$ cat config.mk
export PLATFORM = sky130hd
export DESIGN_NAME = mem_stage_flat
export DESIGN_NICKNAME = d
export VERILOG_FILES = /design/src/rtl/mem_stage_pkg.sv /design/src/rtl/mem_stage_if.sv /design/src/rtl/load_store_align.sv /design/src/rtl/mem_stage.sv /design/src/flat_wrapper.sv
export SDC_FILE = /design/constraint.sdc
export NUM_CORES = 1
export LEC_CHECK = 0
export CORE_AREA = 4 4 112 141
export CTS_CLUSTER_SIZE = 10
export DETAILED_ROUTE_END_ITERATION = 7
export DIE_AREA = 0 0 116 145
export GPL_TIMING_DRIVEN = 0
export PLACE_DENSITY_LB_ADDON = 0.12
export RECOVER_POWER = 50
export SLEW_MARGIN = 10
export SYNTH_ARGS = -nofsm -noshare
export SYNTH_HDL_FRONTEND = slang
export SYNTH_HIERARCHICAL = 1
export SYNTH_SLANG_ARGS = --single-unit
$ cat constraint.sdc
create_clock -name clk -period 3.3 [get_ports clk]
set_input_delay 0.33 -clock clk [delete_from_list [all_inputs] [get_ports clk]]
set_output_delay 0.33 -clock clk [all_outputs]
set_load 0.05 [all_outputs]
$ cat src/rtl/mem_stage_pkg.sv
// Shared CPU definitions used by the memory stage: access-size encodings,
// writeback source encodings and the memory-access FSM states.
package mem_stage_pkg;

  // funct3 access size / sign encodings for loads and stores
  localparam logic [2:0] F3_B  = 3'b000;
  localparam logic [2:0] F3_H  = 3'b001;
  localparam logic [2:0] F3_W  = 3'b010;
  localparam logic [2:0] F3_BU = 3'b100;
  localparam logic [2:0] F3_HU = 3'b101;

  // Writeback result source select
  localparam logic [1:0] RS_ALU  = 2'b00;
  localparam logic [1:0] RS_MEM  = 2'b01;
  localparam logic [1:0] RS_LINK = 2'b10;

  // Data-memory access sequencer states
  typedef enum logic {
    ST_IDLE = 1'b0,
    ST_WAIT = 1'b1
  } mem_state_e;

endpackage

$ cat src/rtl/mem_stage_if.sv
// Data-memory request/response bus between the memory stage (master) and
// the data memory (slave). A request is held until dmem_ready is seen.
interface mem_stage_if;
  logic        dmem_req;
  logic        dmem_we;
  logic [31:0] dmem_addr;
  logic [31:0] dmem_wdata;
  logic [3:0]  dmem_wstrb;
  logic        dmem_ready;
  logic [31:0] dmem_rdata;

  modport master (
    output dmem_req,
    output dmem_we,
    output dmem_addr,
    output dmem_wdata,
    output dmem_wstrb,
    input  dmem_ready,
    input  dmem_rdata
  );

  modport slave (
    input  dmem_req,
    input  dmem_we,
    input  dmem_addr,
    input  dmem_wdata,
    input  dmem_wstrb,
    output dmem_ready,
    output dmem_rdata
  );
endinterface

$ cat src/rtl/load_store_align.sv
// Byte-lane steering for the memory stage: alignment check, store lane
// replication and byte enables, and load lane selection with extension.
// Purely combinational.
module load_store_align
  import mem_stage_pkg::*;
(
  input  logic [2:0]  funct3,
  input  logic [1:0]  addr_lo,
  input  logic [31:0] store_data,
  input  logic [31:0] rdata,
  output logic        aligned,
  output logic [31:0] wdata,
  output logic [3:0]  wstrb,
  output logic [31:0] load_data
);

  logic [31:0] shifted;
  logic [7:0]  lane_byte;
  logic [15:0] lane_half;

  // Steer lanes according to access size; unknown sizes behave as words
  always_comb begin
    aligned   = 1'b1;
    wdata     = store_data;
    wstrb     = 4'b1111;
    load_data = rdata;
    shifted   = rdata >> {addr_lo, 3'b000};
    lane_byte = shifted[7:0];
    lane_half = addr_lo[1] ? rdata[31:16] : rdata[15:0];
    case (funct3)
      F3_B, F3_BU: begin
        aligned   = 1'b1;
        wdata     = {4{store_data[7:0]}};
        wstrb     = 4'b0001 << addr_lo;
        load_data = (funct3 == F3_BU) ? {24'd0, lane_byte}
                                      : {{24{lane_byte[7]}}, lane_byte};
      end
      F3_H, F3_HU: begin
        aligned   = ~addr_lo[0];
        wdata     = {2{store_data[15:0]}};
        wstrb     = addr_lo[1] ? 4'b1100 : 4'b0011;
        load_data = (funct3 == F3_HU) ? {16'd0, lane_half}
                                      : {{16{lane_half[15]}}, lane_half};
      end
      default: begin
        aligned   = (addr_lo == 2'b00);
        wdata     = store_data;
        wstrb     = 4'b1111;
        load_data = rdata;
      end
    endcase
  end

endmodule

$ cat src/rtl/mem_stage.sv
// Pipeline memory stage: issues data-memory requests for aligned loads and
// stores, stalls the front of the pipe until the memory answers, drops
// misaligned accesses, and registers the MEM/WB slot.
module mem_stage
  import mem_stage_pkg::*;
(
  input  logic        clk,
  input  logic        rst_n,
  input  logic        ex_mem_valid,
  input  logic [4:0]  ex_mem_rd,
  input  logic        ex_mem_RegWrite,
  input  logic        ex_mem_MemRead,
  input  logic        ex_mem_MemWrite,
  input  logic [1:0]  ex_mem_ResultSrc,
  input  logic [2:0]  ex_mem_funct3,
  input  logic [31:0] ex_mem_alu_result,
  input  logic [31:0] ex_mem_store_data,
  input  logic [31:0] ex_mem_link_val,
  mem_stage_if.master dmem,
  output logic        mem_stall,
  output logic        mem_misalign,
  output logic [4:0]  mem_wb_rd,
  output logic        mem_wb_RegWrite,
  output logic [1:0]  mem_wb_ResultSrc,
  output logic [31:0] mem_wb_alu_result,
  output logic [31:0] mem_wb_mem_data,
  output logic [31:0] mem_wb_link_val
);

  mem_state_e  state_reg, state_next;
  logic        aligned;
  logic        is_mem;
  logic        pending;
  logic        misaligned;
  logic        req;
  logic        complete;
  logic [31:0] lane_wdata;
  logic [3:0]  lane_wstrb;
  logic [31:0] load_data;

  load_store_align u_align (
    .funct3     (ex_mem_funct3),
    .addr_lo    (ex_mem_alu_result[1:0]),
    .store_data (ex_mem_store_data),
    .rdata      (dmem.dmem_rdata),
    .aligned    (aligned),
    .wdata      (lane_wdata),
    .wstrb      (lane_wstrb),
    .load_data  (load_data)
  );

  assign is_mem     = ex_mem_valid & (ex_mem_MemRead | ex_mem_MemWrite);
  assign pending    = is_mem & aligned;
  assign misaligned = is_mem & ~aligned;

  // Access state register; reset abandons any outstanding request
  always_ff @(posedge clk or negedge rst_n) begin
    if (!rst_n) state_reg <= ST_IDLE;
    else        state_reg <= state_next;
  end

  // Request/complete decode; while rst_n is low nothing is requested
  always_comb begin
    state_next = state_reg;
    req        = 1'b0;
    complete   = 1'b0;
    case (state_reg)
      ST_IDLE: begin
        if (pending) begin
          req = 1'b1;
          if (dmem.dmem_ready) complete = 1'b1;
          else                 state_next = ST_WAIT;
        end
      end
      ST_WAIT: begin
        req = 1'b1;
        if (dmem.dmem_ready) begin
          complete   = 1'b1;
          state_next = ST_IDLE;
        end
      end
      default: state_next = ST_IDLE;
    endcase
    if (!rst_n) begin
      req      = 1'b0;
      complete = 1'b0;
    end
  end

  // Bus fields come straight from the held EX/MEM slot, so they stay stable
  // for the whole life of a request
  assign dmem.dmem_req   = req;
  assign dmem.dmem_we    = ex_mem_MemWrite & rst_n;
  assign dmem.dmem_addr  = rst_n ? {ex_mem_alu_result[31:2], 2'b00} : 32'd0;
  assign dmem.dmem_wdata = rst_n ? lane_wdata : 32'd0;
  assign dmem.dmem_wstrb = rst_n ? lane_wstrb : 4'd0;

  assign mem_stall    = req & ~complete;
  assign mem_misalign = misaligned & rst_n;

  // MEM/WB slot: bubble on stalled edges, otherwise capture the EX/MEM slot;
  // load data only updates when a read completes
  always_ff @(posedge clk or negedge rst_n) begin
    if (!rst_n) begin
      mem_wb_rd         <= 5'd0;
      mem_wb_RegWrite   <= 1'b0;
      mem_wb_ResultSrc  <= 2'd0;
      mem_wb_alu_result <= 32'd0;
      mem_wb_mem_data   <= 32'd0;
      mem_wb_link_val   <= 32'd0;
    end else if (mem_stall) begin
      mem_wb_RegWrite <= 1'b0;
    end else begin
      mem_wb_rd         <= ex_mem_rd;
      mem_wb_RegWrite   <= ex_mem_valid & ex_mem_RegWrite & ~misaligned;
      mem_wb_ResultSrc  <= ex_mem_ResultSrc;
      mem_wb_alu_result <= ex_mem_alu_result;
      mem_wb_link_val   <= ex_mem_link_val;
      if (complete & ex_mem_MemRead) mem_wb_mem_data <= load_data;
    end
  end

endmodule

$ cat src/flat_wrapper.sv
// flat-port wrapper written by rule: the top's interface ports become plain ports
module mem_stage_flat import mem_stage_pkg::*;
  (clk, rst_n, ex_mem_valid, ex_mem_rd, ex_mem_RegWrite, ex_mem_MemRead, ex_mem_MemWrite, ex_mem_ResultSrc, ex_mem_funct3, ex_mem_alu_result, ex_mem_store_data, ex_mem_link_val, mem_stall, mem_misalign, mem_wb_rd, mem_wb_RegWrite, mem_wb_ResultSrc, mem_wb_alu_result, mem_wb_mem_data, mem_wb_link_val, dmem_dmem_req, dmem_dmem_we, dmem_dmem_addr, dmem_dmem_wdata, dmem_dmem_wstrb, dmem_dmem_ready, dmem_dmem_rdata);
  mem_stage_if dmem_i ();
  input  logic clk;
  input  logic rst_n;
  input  logic ex_mem_valid;
  input  logic [4:0] ex_mem_rd;
  input  logic ex_mem_RegWrite;
  input  logic ex_mem_MemRead;
  input  logic ex_mem_MemWrite;
  input  logic [1:0] ex_mem_ResultSrc;
  input  logic [2:0] ex_mem_funct3;
  input  logic [31:0] ex_mem_alu_result;
  input  logic [31:0] ex_mem_store_data;
  input  logic [31:0] ex_mem_link_val;
  output logic mem_stall;
  output logic mem_misalign;
  output logic [4:0] mem_wb_rd;
  output logic mem_wb_RegWrite;
  output logic [1:0] mem_wb_ResultSrc;
  output logic [31:0] mem_wb_alu_result;
  output logic [31:0] mem_wb_mem_data;
  output logic [31:0] mem_wb_link_val;
  output wire logic [$bits(dmem_i.dmem_req)-1:0] dmem_dmem_req;
  output wire logic [$bits(dmem_i.dmem_we)-1:0] dmem_dmem_we;
  output wire logic [$bits(dmem_i.dmem_addr)-1:0] dmem_dmem_addr;
  output wire logic [$bits(dmem_i.dmem_wdata)-1:0] dmem_dmem_wdata;
  output wire logic [$bits(dmem_i.dmem_wstrb)-1:0] dmem_dmem_wstrb;
  input wire logic [$bits(dmem_i.dmem_ready)-1:0] dmem_dmem_ready;
  input wire logic [$bits(dmem_i.dmem_rdata)-1:0] dmem_dmem_rdata;
  assign dmem_dmem_req = dmem_i.dmem_req;
  assign dmem_dmem_we = dmem_i.dmem_we;
  assign dmem_dmem_addr = dmem_i.dmem_addr;
  assign dmem_dmem_wdata = dmem_i.dmem_wdata;
  assign dmem_dmem_wstrb = dmem_i.dmem_wstrb;
  assign dmem_i.dmem_ready = dmem_dmem_ready;
  assign dmem_i.dmem_rdata = dmem_dmem_rdata;
  mem_stage u_core (.clk(clk), .rst_n(rst_n), .ex_mem_valid(ex_mem_valid), .ex_mem_rd(ex_mem_rd), .ex_mem_RegWrite(ex_mem_RegWrite), .ex_mem_MemRead(ex_mem_MemRead), .ex_mem_MemWrite(ex_mem_MemWrite), .ex_mem_ResultSrc(ex_mem_ResultSrc), .ex_mem_funct3(ex_mem_funct3), .ex_mem_alu_result(ex_mem_alu_result), .ex_mem_store_data(ex_mem_store_data), .ex_mem_link_val(ex_mem_link_val), .dmem(dmem_i), .mem_stall(mem_stall), .mem_misalign(mem_misalign), .mem_wb_rd(mem_wb_rd), .mem_wb_RegWrite(mem_wb_RegWrite), .mem_wb_ResultSrc(mem_wb_ResultSrc), .mem_wb_alu_result(mem_wb_alu_result), .mem_wb_mem_data(mem_wb_mem_data), .mem_wb_link_val(mem_wb_link_val));
endmodule
* Word level (Yosys, flattened, before mapping)
Index checks and enable logic that the tools add are counted.
Storage, ports and cells: register bits 105, input bits 145, output and inout bits 176, logic and storage cells 55
Cells by class: eq/ne operators 3, shifts and indexed selects 2, muxes and demuxes 22, bitwise logic cells 16, reductions and logical operators 5
Operator list (count):
- $mux W32 | 4
- $pmux W32 S2 | 2
- $shr A32 B5 Y8 | 1
- $mux W16 | 1
- $and A1 B1 Y1 | 9
- $mux W1 | 8
- $mux W4 | 2
- $pmux W1 S2 | 4
- $pmux W4 S2 | 1
- $eq A3 B3 Y1 const B | 2
- $not A1 Y1 | 6
- $reduce_or A2 Y1 | 2
- $shl A1 B2 Y4 const A | 1
- $eq A3 B1 Y1 const B | 1
- $logic_not A3 Y1 | 1
- $logic_not A2 Y1 | 1
- $reduce_and A2 Y1 | 1
- $or A1 B1 Y1 | 1

* Logic depth before layout (Yosys ltp)
Gate-level depths: netlist (run 1).
depth after elaboration 11, mapped depth 8, gate-level depth less buffers 5

* Hierarchy
The synthesis (run 1) kept the hierarchy.
By module, submodules not included:
- mem_stage | times used 1, cells each 307, area an instance 4435.5 sq um, sequential area each 2627.5 sq um
- load_store_align | times used 1, cells each 188, area an instance 1233.7 sq um, sequential area each 0.0 sq um

* Least setup slack after synthesis (run 1)
No wires, ideal clock.
kind input-to-output, from input port ex_mem_funct3[0], to output port dmem_dmem_req, arrival time 1.937 ns, data required time 2.970 ns, setup slack 1.033 ns, stages on the path 7, buffers on the path 2, cells stage by stage buf_4 -> buf_2 -> a21o_1 -> o21ai_0 -> o211a_1 -> nor2_1 -> nor2b_1
Between the ends: word-level cells in the longest chain between the ends 7, elaborated cells on any way between the ends 11, those cells by class eq/ne (3); mux (4); bitwise (1); reduce/logical (3)
Ends and longest elaborated chain:
- from (decl) | RTL line flat_wrapper.sv:13 | input logic [2:0] ex_mem_funct3;
- $eq A3 B3 Y1 (tied with other cells) | RTL line load_store_align.sv:30 | case (funct3)
- $reduce_or A2 Y1 | RTL line load_store_align.sv:30
- $pmux W1 S2 * | RTL line load_store_align.sv:30
- named net u_core.aligned | RTL line mem_stage.sv:31 | logic aligned;
- $and A1 B1 Y1 * | RTL line mem_stage.sv:53 | assign pending = is_mem & aligned;
- $mux W1 * | RTL line mem_stage.sv:69 | if (pending) begin
- $pmux W1 S2 * | RTL line mem_stage.sv:67 | case (state_reg)
- $mux W1 * | RTL line mem_stage.sv:84 | if (!rst_n) begin
- to (decl) | RTL line flat_wrapper.sv:25 | output wire logic [$bits(dmem_i.dmem_req)-1:0] dmem_dmem_req;
The timed path passes the listed nets; every way through them passes the cells marked *.

* Worst setup path in the final report (run 1)
from input port ex_mem_funct3[1], to output port dmem_dmem_wdata[19]
Between the ends: word-level cells in the longest chain between the ends 4, elaborated cells on any way between the ends 8, those cells by class eq/ne (3); mux (2); reduce/logical (3)
Ends and longest elaborated chain:
- $eq A3 B3 Y1 (tied with other cells) | RTL line load_store_align.sv:30
- $reduce_or A2 Y1 | RTL line load_store_align.sv:30
- $pmux W32 S2 * | RTL line load_store_align.sv:30
- named net u_core.lane_wdata[19] | RTL line mem_stage.sv:37 | logic [31:0] lane_wdata;
- $mux W32 * | RTL line mem_stage.sv:95 | assign dmem.dmem_wdata = rst_n ? lane_wdata : 32'd0;
- to (decl) | RTL line flat_wrapper.sv:28 | output wire logic [$bits(dmem_i.dmem_wdata)-1:0] dmem_dmem_wdata;
Marks and branches as above.

==> reports/qor.csv, run 1 <==
metric,value,unit
status,finished with violations,
violations,"max-capacitance violations, max-slew violations",
grtUsageTotal,23.1,%
antenna_cells,0,
synthFlopType,dfrtp_1,
grt_max_degree,58,
synth.most_common_cell,dfrtp_1,
pre_cts_slack,-0.227,ns
multiInputGateArea,2700,um^2
seq_area_frac_synth,46.3,%
worst_slack,0.124,ns
min_path_type,in -> async,
cts_tree,yes,
htree_num_levels,3,
grtUsageMet2,42.0,%
die_x,116,um
fin_skew,0.0111,ns
clock_path_buffers,2,
synth-simple-area-share,14.3,%
start_util,39.5,%
drt_iter0_drc,164,
dieArea,16800,um^2
synth_warnings,6,
rsz0062_at_grt,false,
grt.met1_usage,24.4,%
synth_fa_ha_area_share,0,%
cts_buffers,9,
crit_chain,clkdlybuf4s50_1 > buf_2 > buf_2 > mux2_2 > and2_1 > clkdlybuf4s50_1,
slew_violations,53,
syn_inst,495,
synth_xor_area_share,0,%
arrival,2.85,ns
tightest_slew,2.77,ns
critPathRequiredTime,2.97,ns
ys_ff_latch,105,
root_buffer,clkbuf_16,
rows,49,
drt-pass1-iter-count,5,
cts_sinks,105,
grt_pass1_vias,5590,
async_flop_share,100,%
yosys-top-cells-count,"dfrtp_1, mux2_2, and2_1",
gr-total-overflow,0,
leakage,4.02,nW
max_slew_margin,-84.5,%
p_per_area,493,nW/um^2
ant_nets,0,
clk_pin_slew,0.08,ns
final_layout_size_suffix_gt1_share,20.0,%
synth_edf_count,0,
area_growth,65.5,%
antenna_found_initial,0,
drc,0,
synth_top_family_by_area,multiplexers,
routed_wl,20.0,mm
netlist_area,5670,um^2
place_area,9100,um^2
regToRegSetupSlack,1.72,ns
postLayoutCellArea,9380,um^2
yosysTopAreaCell,dfrtp_1,
syn_avg_cell_area,11.5,um^2
drt-vias-per-instance,5.06,
critPathKind,in -> out,
setup_viol,0,
global_route.peak_usage_layer,met2,
period_minus_slack,3.18,ns
netlist_top_cells_area,"dfrtp_1, mux2_2, and2_1, mux2i_1, nand2_1",
vias,5107,
critPathCaptureType,primary output,
max_cap_viol_count,1,
critPathMaxFanout,10,
start_kind,primary input,
insertion_delay,0.34,ns
vdd_ir_drop_max,0.000341,V
portBuffers,317,
yosysTopAreaCellShare,46.3,%
io_pins,321,
core_area,14300,um^2
ff_latch_area,2630,um^2
muxShareOfSynthArea,25.6,%
clock.fmax,0.315,GHz
nNetsFinal,971,
reg_top3,"u_core/mem_wb_alu_result x32, u_core/mem_wb_link_val x32, u_core/mem_wb_mem_data x32",
post_cts_buffers,0,
synth_compound_area_share,7.59,%
max_stage_delay,0.70,ns
cpMaxStageDelayCell,clkdlybuf4s50_1,
finalSetupTns,0,ns
gp_congestion,0.861,
synth_cell_types,37,
met3_usage,9.37,%
grt_pass1_wl,30.4,mm
timing_hold_violations_final,0,
dp_hpwl,16.2,mm
fp.dieH,145,um
period_share,96.3,%
drt-wirelength-per-cell,19.8,um
n_fill_cell,1171,
worst max-delay path, delay by kind of cell:
family / cells / cell delay (ns)
buffers and inverters: 4 / 1.97
multiplexers: 1 / 0.38
AND/OR/NAND/NOR: 1 / 0.16
kinds of logic (layout without fill, tap and decap cells):
family / count (synthesis) / after routing
flops: 105 / 105
mux: 130 / 130
buf+inv: 56 / 391
compound gates: 53 / 53
other cells: 1 / 2
simple gates: 150 / 150
through the flow:
stage | total power [mW] | util, % | instances | hold slack, ns
global route | 4.83 | 65.4 | 1009 | 0.0236
global placement | 3.68 | 63.2 | 991 | 0.472
floorplan | 2.85 | - | 496 | 0.0344
finish | 4.62 | 65.4 | 1009 | 0.0103
CTS | 4.76 | 65.6 | 1009 | 0.0244
detailed placement | 3.71 | 63.4 | 992 | 0.326
layout by cell type, fill, tap and decap left out, types with 2 or more instances in the layout:
| cell type | count |
|---|---|
| dlygate4sd3_1 | 86 |
| clkdlybuf4s50_1 | 229 |
| and2b_1 | 2 |
| clkbuf_16 | 9 |
| buf_4 | 17 |
| mux2_1 | 8 |
| nor2b_1 | 19 |
| dfrtp_1 | 105 |
| or2_2 | 2 |
| nor2_1 | 14 |
| buf_6 | 9 |
| mux2_4 | 2 |
| inv_1 | 11 |
| o22ai_1 | 17 |
| buf_2 | 8 |
| clkinvlp_4 | 4 |
| mux2_2 | 104 |
| conb_1 | 2 |
| a221o_1 | 7 |
| o221ai_1 | 8 |
| o21bai_1 | 3 |
| mux2i_1 | 16 |
| and2_1 | 67 |
| clkbuf_1 | 11 |
| o21ai_0 | 9 |
| nand2_1 | 40 |
cell type report:
cell class                 count  share of cell area, %
clock inverter                 7                  0.587
inverter                      11                  0.440
timing repair buffer         319                   34.1
multi-input combinational    335                   28.8
clock buffer                   9                   2.40
sequential                   105                   28.0
buffer                        45                   3.24
tap                          178                   2.37
power breakdown:
| part | total (mW) | switching, mW | internal [mW] |
|---|---|---|---|
| clock network | 1.02 | 0.500 | 0.519 |
| logic | 2.03 | 1.28 | 0.749 |
| registers | 1.58 | 0.0962 | 1.48 |
layer usage:
layer / share of wire, % / wire [um]
met4: 1.9 / 388
met2: 52 / 10500
met3: 11 / 2260
met1: 34 / 6860
met5: 0 / 0
what timing repair did:
| action | 4_1_cts | 5_1_grt |
|---|---|---|
| hold endpoints to repair | 52 | 0 |
| hold buffers | 1 | 0 |
| endpoints found under the setup margin | 1 | 2 |
| gates resized for setup | 2 | 1 |
| pin swaps | 0 | 0 |
path summary, 6_finish.rpt:
path                                             start                          end  depth (start not counted)
setup / recovery                      ex_mem_funct3[1]          dmem_dmem_wdata[19]                          6
hold / removal                                   rst_n          u_core/mem_wb_rd[3]                          2
setup reg to reg                      u_core/state_reg   u_core/mem_wb_link_val[13]                          3
hold reg to reg            u_core/mem_wb_alu_result[7]  u_core/mem_wb_alu_result[7]                          1
max in group asynchronous                        rst_n             u_core/state_reg                          2
min in group clk           u_core/mem_wb_alu_result[7]  u_core/mem_wb_alu_result[7]                          1
No activity file was read; power rests on OpenSTA's default activity.
==> inputs of run 2 (changes only) <==
- MAX_ROUTING_LAYER: not set -> met4
==> reports/qor.csv, run 2 (synthesis gave the netlist of run 1 again) <==
metric,value,unit
dp_hpwl,16.3,mm
start_kind,primary input,
dieArea,16800,um^2
io_pins,321,
cts_buffers,9,
status,finished with violations,
htree_num_levels,3,
post_cts_buffers,0,
critPathMaxFanout,10,
pre_cts_slack,-0.200,ns
regToRegStartpoint,u_core/state_reg,
vias,5091,
vdd_ir_drop_max,0.000319,V
insertion_delay,0.35,ns
grtUsageTotal,23.8,%
final_common_cell,clkdlybuf4s50_1,
gp_congestion,0.879,
critPathKind,in -> out,
clock_path_buffers,2,
period_minus_slack,3.14,ns
total_power,4.65,mW
critPathLaunch,ex_mem_funct3[1],
drt-vias-per-instance,5.05,
grt_max_degree,64,
tightest_slew,2.59,ns
max_cap_viol_count,1,
fin_skew,0.00822,ns
clock.fmax,0.319,GHz
drt_iter0_drc,207,
start_util,39.5,%
critPathRequiredTime,2.97,ns
rows,49,
root_buffer,clkbuf_16,
layout_common_cells,"clkdlybuf4s50_1, dfrtp_1, mux2_2",
portBuffers,317,
min_path_type,in -> async,
arrival,2.81,ns
grt_pass1_wl,30.1,mm
fp.dieH,145,um
critPathCaptureType,primary output,
drc,0,
worst_slack,0.164,ns
nNetsFinal,971,
die_x,116,um
max_slew_margin,-72.8,%
leakage,4.02,nW
core_area,14300,um^2
final_layout_size_suffix_gt1_share,20.0,%
worst_hold_slack,0.144,ns
antenna_found_initial,0,
slew_violations,48,
ant_nets,0,
area_growth,65.6,%
rsz0062_at_grt,false,
setup_viol,0,
n_fill_cell,1175,
drt-pass1-iter-count,4,
p_per_area,495,nW/um^2
violations,"max-capacitance violations, max-slew violations",
reg_top3,"u_core/mem_wb_alu_result x32, u_core/mem_wb_link_val x32, u_core/mem_wb_mem_data x32",
gr-total-overflow,0,
ff2ff_path_depth,3,
cts_tree,yes,
drt-wirelength-per-cell,19.9,um
antenna_cells,0,
timing_hold_violations_final,0,
cts_sinks,105,
grt_pass1_vias,5576,
clk_pin_slew,0.08,ns
period_share,95.0,%
routed_wl,20.0,mm
## run 2: layer usage
metal | track usage [%] | part of all wire (%)
met5 | - | 0
met4 | 6.62 | 1.9
met3 | 8.33 | 11
met2 | 41.3 | 52
met1 | 25.5 | 35
## run 2: report_power, final
group | total, mW | switching (mW) | internal (mW)
clock | 1.04 | 0.512 | 0.527
combinational | 2.03 | 1.28 | 0.751
sequential | 1.58 | 0.0977 | 1.48
## run 2: final cells by class
cell class / count / area (um^2) / share of cell area [%]
timing repair buffer: 319 / 3200 / 34.1
clock buffer: 9 / 225 / 2.40
inverter: 11 / 41.3 / 0.440
tap: 178 / 223 / 2.37
sequential: 105 / 2630 / 28.0
multi-input combinational: 335 / 2700 / 28.8
buffer: 45 / 304 / 3.24
clock inverter: 7 / 65.1 / 0.693
## run 2: final timing paths
check,endpoint,slack [ns]
max in group asynchronous,u_core/mem_wb_mem_data[7],0.72
max,dmem_dmem_wdata[19],0.16
max reg2reg,u_core/mem_wb_mem_data[19],1.70
min in group clk,u_core/mem_wb_alu_result[3],0.49
min,u_core/mem_wb_alu_result[28],0.14
min reg2reg,u_core/mem_wb_alu_result[3],0.49
## run 2: stage by stage
| stage | std cells | cell area (um^2) | TNS [ns] | util (%) |
|---|---|---|---|---|
| floorplan | 496 | 5670 | 0 | - |
| global placement | 991 | 9070 | -730.77 | 63.2 |
| detailed placement | 992 | 9100 | -0.216 | 63.4 |
| CTS | 1009 | 9410 | 0 | 65.6 |
| global route | 1009 | 9390 | 0 | 65.4 |
| finish | 1009 | 9390 | 0 | 65.4 |
## run 2: worst max-delay path, cell delays in order
cell and delay (ns):
clkdlybuf4s50_1 0.64, buf_2 0.31, buf_2 0.28, mux2_2 0.39, and2_1 0.16, clkdlybuf4s50_1 0.69
## run 2: repair_timing
| action | in CTS | in global routing |
|---|---|---|
| resized for setup | 3 | 1 |
| endpoints found under the setup margin | 2 | 7 |
| endpoints found under the hold margin | 47 | 0 |
| hold buffers | 1 | 0 |
==> inputs of run 3 (changes only) <==
- SKIP_CTS_REPAIR_TIMING: not set -> 1
==> reports/qor.csv, run 3 (synthesis gave the netlist of run 1 again) <==
metric,value,unit
status,finished with violations,
violations,"max-capacitance violations, max-slew violations",
fp.dieH,145,um
fin_skew,0.00860,ns
insertion_delay,0.35,ns
critPathRequiredTime,2.97,ns
vdd_ir_drop_max,0.000320,V
antenna_cells,0,
dp_hpwl,16.3,mm
finish.utilization,65.6,%
critPathKind,in -> out,
gp_congestion,0.879,
n_fill_cell,1171,
final_common_cell,clkdlybuf4s50_1,
max_cap_viol_count,1,
clock.fmax,0.319,GHz
nNetsFinal,971,
start_kind,primary input,
rows,49,
crit_chain,clkdlybuf4s50_1 > buf_2 > buf_2 > mux2_2 > and2_1 > clkdlybuf4s50_1,
htree_num_levels,3,
grt_pass1_vias,5568,
ant_nets,0,
clock_path_buffers,2,
io_pins,321,
cpMaxStageDelayCell,clkdlybuf4s50_1,
core_area,14300,um^2
slew_violations,48,
cts_tree,yes,
worst_hold_slack,0.144,ns
die_x,116,um
regToRegStartpoint,u_core/state_reg,
arrival,2.81,ns
drt-wirelength-per-cell,19.8,um
reg_top3,"u_core/mem_wb_alu_result x32, u_core/mem_wb_link_val x32, u_core/mem_wb_mem_data x32",
grtUsageTotal,23.6,%
max_stage_delay,0.69,ns
ff2ff_path_depth,3,
drt-pass1-iter-count,4,
root_buffer,clkbuf_16,
critPathMaxFanout,10,
tightest_slew,2.57,ns
final_layout_size_suffix_gt1_share,20.0,%
drt-vias-per-instance,5.05,
r2r-end,u_core/mem_wb_mem_data[12],
drt_iter0_drc,218,
routed_wl,20.0,mm
timing_hold_violations_final,0,
gr-total-overflow,0,
portBuffers,317,
critPathCaptureType,primary output,
period_minus_slack,3.14,ns
grt_pass1_wl,29.9,mm
antenna_found_initial,0,
regToRegSetupSlack,1.70,ns
max_slew_margin,-71.1,%
start_util,39.5,%
rsz0062_at_grt,false,
cts_sinks,105,
grt_max_degree,64,
period_share,95.1,%
leakage,4.17,nW
cts_buffers,9,
drc,0,
p_per_area,494,nW/um^2
clk_pin_slew,0.08,ns
dieArea,16800,um^2
area_growth,66.1,%
setup_viol,0,
vias,5094,
min_path_type,in -> async,
layout_common_cells,"clkdlybuf4s50_1, dfrtp_1, mux2_2",
==> run 3: cell count changes in the layout (fill, tap and decap cells not counted) <==
cell             previous run  this run
clkdlybuf4s50_1           228       219
dlygate4sd2_1               2         0
dlymetal6s2s_1              0        11
==> run 3: where the power goes <==
part / internal [mW] / leakage, nW / switching (mW) / total, mW
Clock: 0.527 / 0.137 / 0.515 / 1.04
Combinational: 0.751 / 2.79 / 1.28 / 2.03
Sequential: 1.48 / 1.25 / 0.0975 / 1.58
==> run 3: how the worst max path moves through the flow <==
| stage | start | endpoint | depth (start not counted) |
|---|---|---|---|
| final | ex_mem_funct3[1] | dmem_dmem_wdata[19] | 6 |
| after floorplan | ex_mem_funct3[0] | dmem_dmem_req | 7 |
| after detailed placement | ex_mem_funct3[1] | mem_stall | 9 |
| after global placement | rst_n | dmem_dmem_wdata[27] | 5 |
| after global routing | ex_mem_funct3[1] | dmem_dmem_wdata[19] | 6 |
| after CTS | ex_mem_funct3[1] | mem_stall | 9 |
==> run 3: per-layer routing <==
layer  global-route usage, %  up-vias  wire (um)
met2                    40.9      245      10400
met3                    8.33       24       2110
met1                    25.2     2463       7110
li1                        -     2362          -
met5                       -        -          0
met4                    6.62        0        359
==> run 3: worst max-delay path: cells and delay by family <==
family	cells	cell delay [ns]
buffers and inverters	4	1.93
and+or+nand+nor	1	0.16
muxes	1	0.38
==> run 3: stage by stage <==
| step | std cells | setup WS [ns] | power [mW] | instance area (um^2) | setup TNS [ns] |
|---|---|---|---|---|---|
| after floorplan | 496 | 1.03 | 2.85 | 5670 | 0 |
| after global placement | 991 | -3.38 | 3.68 | 9070 | -730.77 |
| after detailed placement | 992 | -0.200 | 3.71 | 9100 | -0.216 |
| after CTS | 1008 | -0.209 | 4.77 | 9390 | -0.230 |
| after global routing | 1009 | 0.0432 | 4.84 | 9420 | 0 |
| final | 1009 | 0.163 | 4.65 | 9420 | 0 |
==> run 3: area by class of cell <==
class                      count  area, um^2  area share (%)
clock inverter                 7        65.1           0.691
sequential                   105        2630            27.9
tap                          178         223            2.37
timing repair buffer         319        3230            34.3
buffer                        45         304            3.23
multi-input combinational    335        2700            28.7
clock buffer                   9         225            2.39
inverter                      11        41.3           0.438
